### src/rtl/noc_pkg.sv
// Shared NoC definitions for the node injection path.
// FLIT_W          : flit width carried by every mux lane.
// LANES_PER_MUX   : number of node lanes feeding one upstream mux.
// MUX_FIFO_DEPTH  : flit buffering in the mux/hub path per mux.
// INIT_CREDITS    : default credits per node; INIT_CREDITS * active lanes
//                   must not exceed MUX_FIFO_DEPTH or the hub can overflow.
package noc_pkg;

  localparam int FLIT_W         = 20;
  localparam int LANES_PER_MUX  = 4;
  localparam int MUX_FIFO_DEPTH = 8;
  localparam int INIT_CREDITS   = 2;
  localparam int CRED_W         = 4;

  typedef logic [FLIT_W-1:0] flit_t;

  // Net effect of one clock edge on the credit counter.
  typedef enum logic [1:0] {
    CRED_HOLD = 2'd0,
    CRED_TAKE = 2'd1,
    CRED_GIVE = 2'd2
  } cred_op_e;

  // True when a credit budget is safe for the shared mux/hub buffering.
  function automatic bit credits_fit(input int init_credits, input int active_lanes);
    return (init_credits * active_lanes) <= MUX_FIFO_DEPTH;
  endfunction

endpackage

### src/rtl/noc_flit_fifo.sv
// Synchronous flit FIFO with occupancy count.
// Ports:
//   clk, rst     : clock, asynchronous active-high reset
//   push, wr_data: write wr_data at tail (ignored when full)
//   pop, rd_data : rd_data is the head entry; pop advances head (ignored when empty)
//   level        : occupancy 0..DEPTH
//   full, empty  : level == DEPTH / level == 0
module noc_flit_fifo
  import noc_pkg::*;
#(
  parameter int DEPTH  = 8,
  parameter int FLIT_W = noc_pkg::FLIT_W
) (
  input  logic                     clk,
  input  logic                     rst,
  input  logic                     push,
  input  logic [FLIT_W-1:0]        wr_data,
  input  logic                     pop,
  output logic [FLIT_W-1:0]        rd_data,
  output logic [$clog2(DEPTH):0]   level,
  output logic                     full,
  output logic                     empty
);

  localparam int PTR_W = $clog2(DEPTH);
  localparam int LVL_W = PTR_W + 1;

  logic [FLIT_W-1:0] mem [DEPTH];
  logic [PTR_W-1:0]  wr_ptr;
  logic [PTR_W-1:0]  rd_ptr;
  logic              do_push;
  logic              do_pop;

  assign full    = (level == LVL_W'(DEPTH));
  assign empty   = (level == '0);
  assign do_push = push && !full;
  assign do_pop  = pop && !empty;
  assign rd_data = mem[rd_ptr];

  // DEPTH is a power of two, so pointers wrap by natural overflow.
  always_ff @(posedge clk or posedge rst) begin
    if (rst) begin
      wr_ptr <= '0;
      rd_ptr <= '0;
      level  <= '0;
      for (int i = 0; i < DEPTH; i++) mem[i] <= '0;
    end else begin
      if (do_push) begin
        mem[wr_ptr] <= wr_data;
        wr_ptr      <= wr_ptr + 1'b1;
      end
      if (do_pop) rd_ptr <= rd_ptr + 1'b1;
      case ({do_push, do_pop})
        2'b10:   level <= level + 1'b1;
        2'b01:   level <= level - 1'b1;
        default: level <= level;
      endcase
    end
  end

endmodule

### src/rtl/node_credit_injector.sv
// Per-node injection stage feeding one lane of the 4:1 upstream mux.
// Buffers core flits and launches them as single-cycle pulses, spending one
// credit per flit; c_cred pulses return credits.
// Ports:
//   clk, rst              : clock, asynchronous active-high reset
//   core_data/valid/ready : core push interface (push = valid & ready)
//   c_data, c_vld         : registered flit and one-cycle launch pulse to mux lane
//   c_cred                : one-cycle credit return from mux
//   credits               : current credit count
//   fifo_level            : local FIFO occupancy
//   cred_err              : sticky, credit returned while already at INIT_CREDITS
module node_credit_injector
  import noc_pkg::*;
#(
  parameter int FLIT_W       = noc_pkg::FLIT_W,
  parameter int DEPTH        = 8,
  parameter int INIT_CREDITS = noc_pkg::INIT_CREDITS
) (
  input  logic              clk,
  input  logic              rst,
  input  logic [FLIT_W-1:0] core_data,
  input  logic              core_valid,
  output logic              core_ready,
  output logic [FLIT_W-1:0] c_data,
  output logic              c_vld,
  input  logic              c_cred,
  output logic [3:0]        credits,
  output logic [3:0]        fifo_level,
  output logic              cred_err
);

  localparam int LVL_W = $clog2(DEPTH) + 1;
  localparam logic [3:0] CRED_MAX = 4'(INIT_CREDITS);

  logic              push;
  logic              launch;
  logic              fifo_full;
  logic              fifo_empty;
  logic [FLIT_W-1:0] head;
  logic [LVL_W-1:0]  level;
  cred_op_e          cred_op;

  noc_flit_fifo #(
    .DEPTH  (DEPTH),
    .FLIT_W (FLIT_W)
  ) u_fifo (
    .clk     (clk),
    .rst     (rst),
    .push    (push),
    .wr_data (core_data),
    .pop     (launch),
    .rd_data (head),
    .level   (level),
    .full    (fifo_full),
    .empty   (fifo_empty)
  );

  assign core_ready = !rst && !fifo_full;
  assign push       = core_valid && core_ready;
  // Launch depends only on registered state, so it never sees a same-cycle push.
  assign launch     = !fifo_empty && (credits != '0);
  assign fifo_level = 4'(level);

  // A launch and a return on the same edge cancel out.
  always_comb begin
    cred_op = CRED_HOLD;
    if (launch && !c_cred)      cred_op = CRED_TAKE;
    else if (c_cred && !launch) cred_op = CRED_GIVE;
  end

  always_ff @(posedge clk or posedge rst) begin
    if (rst) begin
      c_data   <= '0;
      c_vld    <= 1'b0;
      credits  <= CRED_MAX;
      cred_err <= 1'b0;
    end else begin
      c_vld <= launch;
      if (launch) c_data <= head;
      case (cred_op)
        CRED_TAKE: credits <= credits - 1'b1;
        CRED_GIVE: begin
          // Saturate instead of wrapping; a surplus return means the hub
          // and this node disagree on outstanding flits.
          if (credits == CRED_MAX) cred_err <= 1'b1;
          else                     credits  <= credits + 1'b1;
        end
        default: ;
      endcase
    end
  end

endmodule

### config.mk
export PLATFORM = sky130hd
export DESIGN_NAME = node_credit_injector
export DESIGN_NICKNAME = d
export VERILOG_FILES = /design/src/rtl/noc_pkg.sv /design/src/rtl/noc_flit_fifo.sv /design/src/rtl/node_credit_injector.sv
export SDC_FILE = /design/constraint.sdc
export NUM_CORES = 1
export LEC_CHECK = 0
export BUFFER_PORTS_ARGS = -buffer_cell sky130_fd_sc_hd__buf_4
export CAP_MARGIN = 20
export CORE_ASPECT_RATIO = 1.1
export CORE_UTILIZATION = 39
export DETAILED_ROUTE_END_ITERATION = 8
export PLACE_DENSITY = 0.61
export SETUP_SLACK_MARGIN = 0.05
export SLEW_MARGIN = 25
export SYNTH_ARGS = -nofsm -noshare
export SYNTH_HDL_FRONTEND = slang
export SYNTH_SLANG_ARGS = --single-unit
### constraint.sdc
create_clock -name clk -period 12.4 [get_ports clk]
set_input_delay 0.62 -clock clk [delete_from_list [all_inputs] [get_ports clk]]
set_output_delay 0.62 -clock clk [all_outputs]
set_load 0.02 [all_outputs]
; Yosys cells after proc, flatten, opt, wreduce, memory -nomap -nowiden
; Index checks and enable logic that the tools add are counted.
[classes]
addsub = 6
n_lt_le_gt_ge = 3
eq_ne = 7
mux = 11
bitwise = 2
reduce_logical = 19
[op_table]
columns = op, n
row1 = 160-bit bitwise mux, 1
row2 = 20-bit binary-select mux with 3-bit select, 1
row3 = 20-bit demux with 3-bit select, 1
row4 = 20-bit two-way mux, 3
row5 = 4-bit case mux with 2 select lines, 2
row6 = 4-bit by 1-bit adder with 4-bit output (second input constant), 2
row7 = 4-bit greater-or-equal comparator (second input constant), 2
row8 = 1-bit logical AND, 8
row9 = 3-bit inverter with 4-bit output, 2
row10 = 4-bit by 1-bit subtractor with 4-bit output (second input constant), 2
row11 = 3-bit by 1-bit adder with 3-bit output (second input constant), 2
row12 = 1-bit logical NOT, 5
row13 = 2-bit by 1-bit equality test with 1-bit output (second input constant), 2
row14 = 2-bit equality test (second input constant), 2
row15 = 4-bit by 2-bit equality test with 1-bit output (second input constant), 1
row16 = 4-bit equality test (second input constant), 1
row17 = 4-bit logical NOT, 1
row18 = 4-bit by 1-bit less-than comparator with 1-bit output (second input constant), 1
row19 = 2-bit two-way mux, 2
row20 = 4-bit two-way mux, 1
row21 = 2-bit AND reduction, 2
row22 = 2-bit nonzero test, 2
row23 = 4-bit nonzero test, 1
row24 = 2-bit != test (second input constant), 1
[totals]
reg_bits = 196
in_bits = 24
output_inout_bits = 31
elab_cells = 63

; Logic depth before layout (Yosys ltp)
[depth]
word_depth = 10
mapped_depth = 9
depth_no_buf = 9

; Modules after synthesis
; Synthesis repeated with hierarchy kept, for this count alone.
[unflattened]
cells_unflattened = 554
hier_area_um2 = 9391.5
[by_module_without_submodules]
columns = mod, n_inst, cells_per_inst, area_per_inst_um2, seq_area_each_um2
row1 = noc_flit_fifo, 1, 476, 8149.1, 4254.1
row2 = node_credit_injector, 1, 78, 1242.4, 651.9

; Worst setup path before layout
; OpenSTA, ideal clock, no wires.
[synth_timing]
kind = reg-to-reg
from = register u_fifo.level[0]
to = register u_fifo.level[3]
setup_time_ns = 0.081
arrival_ns = 2.698
required_ns = 12.319
slack_ns = 9.622
stages_incl_launch_ff = 10
path_buffers = 1
synth_period_minus_slack_ns = 2.778
path_cell_list = dfrtp_1 > nor4_2 > nor2_1 > buf_2 > ha_1 > ha_1 > a21o_1 > a21oi_1 > mux2i_1 > xnor2_1
[synth_between]
elab_cells_between_ends = 15
classes_between = 2 x add/sub / 3 x eq/ne / 1 x mux / 9 x reduce/logical
[synth_lines]
columns = item, line
row1 = "start, declared", noc_flit_fifo.sv:20  ; output logic [$clog2(DEPTH):0] level,
row2 = "start signal, assigned", noc_flit_fifo.sv:54  ; 2'b10: level <= level + 1'b1;
row3 = "start signal, assigned", noc_flit_fifo.sv:55  ; 2'b01: level <= level - 1'b1;
row4 = "start signal, assigned", noc_flit_fifo.sv:56  ; default: level <= level;
row5 = 4-bit logical NOT (*), noc_flit_fifo.sv:35  ; assign empty = (level == '0);
row6 = 1-bit logical NOT (*), node_credit_injector.sv:61  ; assign launch = !fifo_empty && (credits != '0);
row7 = 1-bit logical AND (*), node_credit_injector.sv:61
row8 = named net launch, node_credit_injector.sv:36  ; logic launch;
row9 = 1-bit logical AND (*), noc_flit_fifo.sv:37  ; assign do_pop = pop && !empty;
row10 = 2-bit by 1-bit equality test with 1-bit output / 2-bit equality test (equally long branches), noc_flit_fifo.sv:53  ; case ({do_push, do_pop})
row11 = 4-bit case mux with 2 select lines / 2-bit nonzero test (equally long branches), n/a
; The timed path passes the listed nets; every way through them passes the cells marked *.
; A chain may end at the register's enable or synchronous reset.

; Worst setup path in the final report
[layout_timing]
from = register u_fifo.level[0]
to = register u_fifo.level[3]
[layout_between]
elab_chain_len = 7
elab_cells_between_ends = 15
classes_between = 2 x add/sub / 3 x eq/ne / 1 x mux / 9 x reduce/logical
[layout_lines]
columns = item, line
row1 = 4-bit equality test, noc_flit_fifo.sv:34  ; assign full = (level == LVL_W'(DEPTH));
row2 = 1-bit logical NOT, "noc_flit_fifo.sv:36, node_credit_injector.sv:58"
row3 = 1-bit logical AND, node_credit_injector.sv:58  ; assign core_ready = !rst && !fifo_full;
row4 = 1-bit logical AND, node_credit_injector.sv:59  ; assign push = core_valid && core_ready;
row5 = 1-bit logical AND, noc_flit_fifo.sv:36  ; assign do_push = push && !full;
row6 = 2-bit by 1-bit equality test with 1-bit output / 2-bit equality test (equally long branches), noc_flit_fifo.sv:53
row7 = 4-bit case mux with 2 select lines / 2-bit nonzero test (equally long branches), n/a
; Parallel ways exist; a longest one is shown, timed or not.

==> qor.yml <==
run_status: "completed"
grt_setup_unrepaired: "false"
regToRegStartpoint: "u_fifo.level[0]$_DFFE_PP0P_"
synthTopCellsByArea: "sky130_fd_sc_hd__dfrtp_1 (54%), sky130_fd_sc_hd__mux2_2 (12%), sky130_fd_sc_hd__mux2_4 (9.9%), sky130_fd_sc_hd__mux4_2 (9.9%), sky130_fd_sc_hd__mux2i_1 (2.4%)"
synth_nets: 605
power.density_nw_per_um2: 281
seqPwrFrac_pct: 41.3
cts.sinks: 196
data_arrival_time_at_the_worst_slack_endpoint_ps: 3410
areaGrowthSynthToFinish_pct: 13.7
relSlewSlack_pct: 43.4
worstSetupStartpointType: "flip-flop"
worstReg2RegEnd: "u_fifo.level[3]$_DFFE_PP0P_"
synth-edff-count: 0
drive_above_1_share_pct: 48.9
fin_setup_tns_ps: 0
critical_path.endpoint_type: "flip-flop"
power_leakage_nw: 4.58
n_antenna_cell: 0
synthesis.area_sq_um: 9090
drt_first_iter_violations: 257
die_area_sq_um: 23900
synth_async_sr_flop_share_pct: 100
clk_latency_ps: 430
net_sw_share_pct: 32.5
synthDominantCellAreaShare_pct: 53.7
post-route-period-util_pct: 24.7
max_freq_ghz: 0.327
routed_wirelength_mm: 18.9
report.final.slew_viol_count: 0
comb_power_share_pct: 39.4
critical_path.slowest_cell: "sky130_fd_sc_hd__nor4_2"
setup.worst_path.end: "u_fifo.level[3]$_DFFE_PP0P_"
yosys_most_used_dff: "sky130_fd_sc_hd__dfrtp_1"
syn-instance-count: 572
num_io_pins: 55
drt.antenna.violating_nets: 0
groute.usage.overall_pct: 16.9
grt_max_degree: 117
design_area_sq_um: 10300
cap_violations: 0
post_cts_resized: 0
drcViolationCount: 0
most_numerous_cell_in_the_yosys_netlist: "sky130_fd_sc_hd__dfrtp_1"
number_of_i_o_port_buffers: 54
clk_transition_reported_paths_ps: 70
nNetsFinal: 650
post-route-min-period_ps: 3060
placeableCoreArea_sq_um: 22900
placement.cell_area_sq_um: 9730
tritoncts: "done"
dieHeight_um: 162
ff_to_ff_path_depth: 9
clock_tree.buffer_depth: 2
antenna_found_initial: 0
critical_path_required_ps: 12750
ys_warn_count: 0
worstPathCellList: "nor4_2 > nor2_4 > buf_4 > ha_1 > ha_1 > a21o_1 > a21oi_1 > mux2i_1 > xnor2_1"
ir_drop_mv: 0.119
post_cts.repair.setup_buffers: 0
worst_clk_skew_ps: 7.78
postSynthRegisterBits: 196
avgRoutedWirePerCell_um: 20.3
grt_pass1_wl_mm: 30.7
r2r_slack_ps: 9340
root_buf_cell: "sky130_fd_sc_hd__clkbuf_16"
worst-setup-path-type: "reg2reg"
timing.critical_path.from: "u_fifo.level[0]$_DFFE_PP0P_"
cts-hold-fix-buffers: 0
cell_internal_pwr_mw: 1.96
longest_individual_stage_delay_on_the_worst_path_ps: 750
route.detailed.vias_per_inst: 5.28
report.final.hold_viol_count: 0
gp_congestion: 0.821
grt_pass1_vias: 5465
class_of_the_worst_hold_path: "in2async"
p_clk_share_pct: 19.3
grt_remaining_overflow: 0
synth.largest_area_cell: "sky130_fd_sc_hd__dfrtp_1"
post_synth_num_cell_types: 44
router_iterations_before_antenna_repair: 4
detailed_place_hpwl_mm: 11.0
timing.critical_path.mode_cell: "sky130_fd_sc_hd__ha_1"
tightestPinTransition_ps: 849
floorplan.die.width_um: 148
finalSetupViolations: 0
power.switching_uw: 943
placement_rows: 58
synth_seq_area_share_pct: 54.0
critical_path_peak_fanout: 45
start_util_pct: 39.8
synthesized_area_divided_by_synthesized_cell_count_sq_um: 15.9
route.vias.total: 4907
cts_made_buffers: 17
netlist_top_cells_count: "sky130_fd_sc_hd__dfrtp_1 (195), sky130_fd_sc_hd__mux2_2 (100), sky130_fd_sc_hd__mux2_4 (60)"
cts_htree_levels: 4
==> cells by family after synthesis <==
| logic type | count (synthesis) | share of synthesized area, % |
|---|---|---|
| multiplexers | 224 | 34.9 |
| AO/OA/AOI/OAI | 38 | 2.41 |
| AND/OR/NAND/NOR | 52 | 3.54 |
| flip-flops | 196 | 54.0 |
| buffers and inverters | 41 | 2.63 |
| adder cells (fa/ha/maj) | 9 | 1.40 |
| XOR/XNOR | 12 | 1.16 |
==> flip-flops by register name, summed over array words and instances, names as in the netlist <==
register       cells
c_data            20
c_vld              1
cred_err           1
credits            4
u_fifo.level       4
u_fifo.mem       160
u_fifo.rd_ptr      3
u_fifo.wr_ptr      3
==> worst min-delay path by stage <==
| stage | startpoint | end | slack (ps) | depth (start not counted) |
|---|---|---|---|---|
| 2_1_floorplan | u_fifo.mem[131]$_DFFE_PP0P_ | u_fifo.mem[131]$_DFFE_PP0P_ | 460 | 1 |
| 3_3_place_gp | cred_err$_DFFE_PP0P_ | cred_err$_DFFE_PP0P_ | 460 | 1 |
| 3_5_place_dp | u_fifo.mem[139]$_DFFE_PP0P_ | u_fifo.mem[139]$_DFFE_PP0P_ | 480 | 1 |
| 4_1_cts | rst | credits[2]$_DFFE_PP0P_ | 390 | 2 |
| 5_1_grt | rst | u_fifo.wr_ptr[1]$_DFFE_PP0P_ | 440 | 2 |
| 6_report | rst | u_fifo.wr_ptr[0]$_DFFE_PP0P_ | 360 | 2 |
==> cell usage in the layout, fill, tap and decap left out, types with 3 or more instances in the layout <==
| master | n |
|---|---|
| sky130_fd_sc_hd__inv_8 | 3 |
| sky130_fd_sc_hd__o21ai_0 | 3 |
| sky130_fd_sc_hd__clkbuf_16 | 17 |
| sky130_fd_sc_hd__inv_1 | 4 |
| sky130_fd_sc_hd__mux4_2 | 40 |
| sky130_fd_sc_hd__clkinv_2 | 3 |
| sky130_fd_sc_hd__dfrtp_1 | 192 |
| sky130_fd_sc_hd__mux2i_1 | 22 |
| sky130_fd_sc_hd__xnor2_1 | 7 |
| sky130_fd_sc_hd__mux2_2 | 100 |
| sky130_fd_sc_hd__mux2_4 | 60 |
| sky130_fd_sc_hd__xor2_1 | 5 |
| sky130_fd_sc_hd__ha_1 | 7 |
| sky130_fd_sc_hd__dfrtp_2 | 3 |
| sky130_fd_sc_hd__a21oi_1 | 23 |
| sky130_fd_sc_hd__nor2_1 | 26 |
| sky130_fd_sc_hd__buf_4 | 61 |
| sky130_fd_sc_hd__nand2_1 | 6 |
| sky130_fd_sc_hd__clkinvlp_4 | 3 |
==> power groups by stage <==
stage          clock network [mW]  registers [mW]  logic, mW
3_5_place_dp                    0            1.21       1.16
5_1_grt                     0.599            1.24       1.24
6_report                    0.560            1.20       1.14
3_3_place_gp                    0            1.18       1.12
4_1_cts                     0.573            1.20       1.16
2_1_floorplan                   0            1.16      0.892
==> metal layers <==
layer / part of all wire (%) / global-route usage, %
met1: 43 / 21.4
met2: 52 / 28.8
met3: 2.9 / 3.54
met4: 1.8 / 5.90
met5: 0 / 0
==> layout make-up <==
class / instances / area (sq um)
tap: 300 / 375
timing repair buffer: 62 / 469
multi-input combinational: 335 / 3950
clock buffer: 19 / 453
clock inverter: 13 / 146
sequential: 196 / 4910
fill: 1977 / 12500
inverter: 5 / 26.3
==> worst max-delay path, delay by kind of cell, from the launching register on <==
kind | cells | cell delay (ps)
xor+xnor | 1 | 140
simple gates | 2 | 810
mux | 1 | 230
flops | 1 | 490
fa+ha+maj | 2 | 610
compound gates | 2 | 360
buf+inv | 1 | 320
==> through the flow <==
| step | power (mW) | utilization (%) | hold slack [ps] | std cells | setup WS (ps) |
|---|---|---|---|---|---|
| 2_1_floorplan | 2.05 | - | 459 | 572 | 6440 |
| 3_3_place_gp | 2.30 | 42.6 | 462 | 898 | 9440 |
| 3_5_place_dp | 2.37 | 42.6 | 481 | 898 | 9330 |
| 4_1_cts | 2.94 | 45.2 | 389 | 930 | 9310 |
| 5_1_grt | 3.08 | 45.2 | 441 | 930 | 9160 |
| 6_report | 2.90 | 45.2 | 362 | 930 | 9340 |
Note: power is estimated with default switching activity, not from simulation.
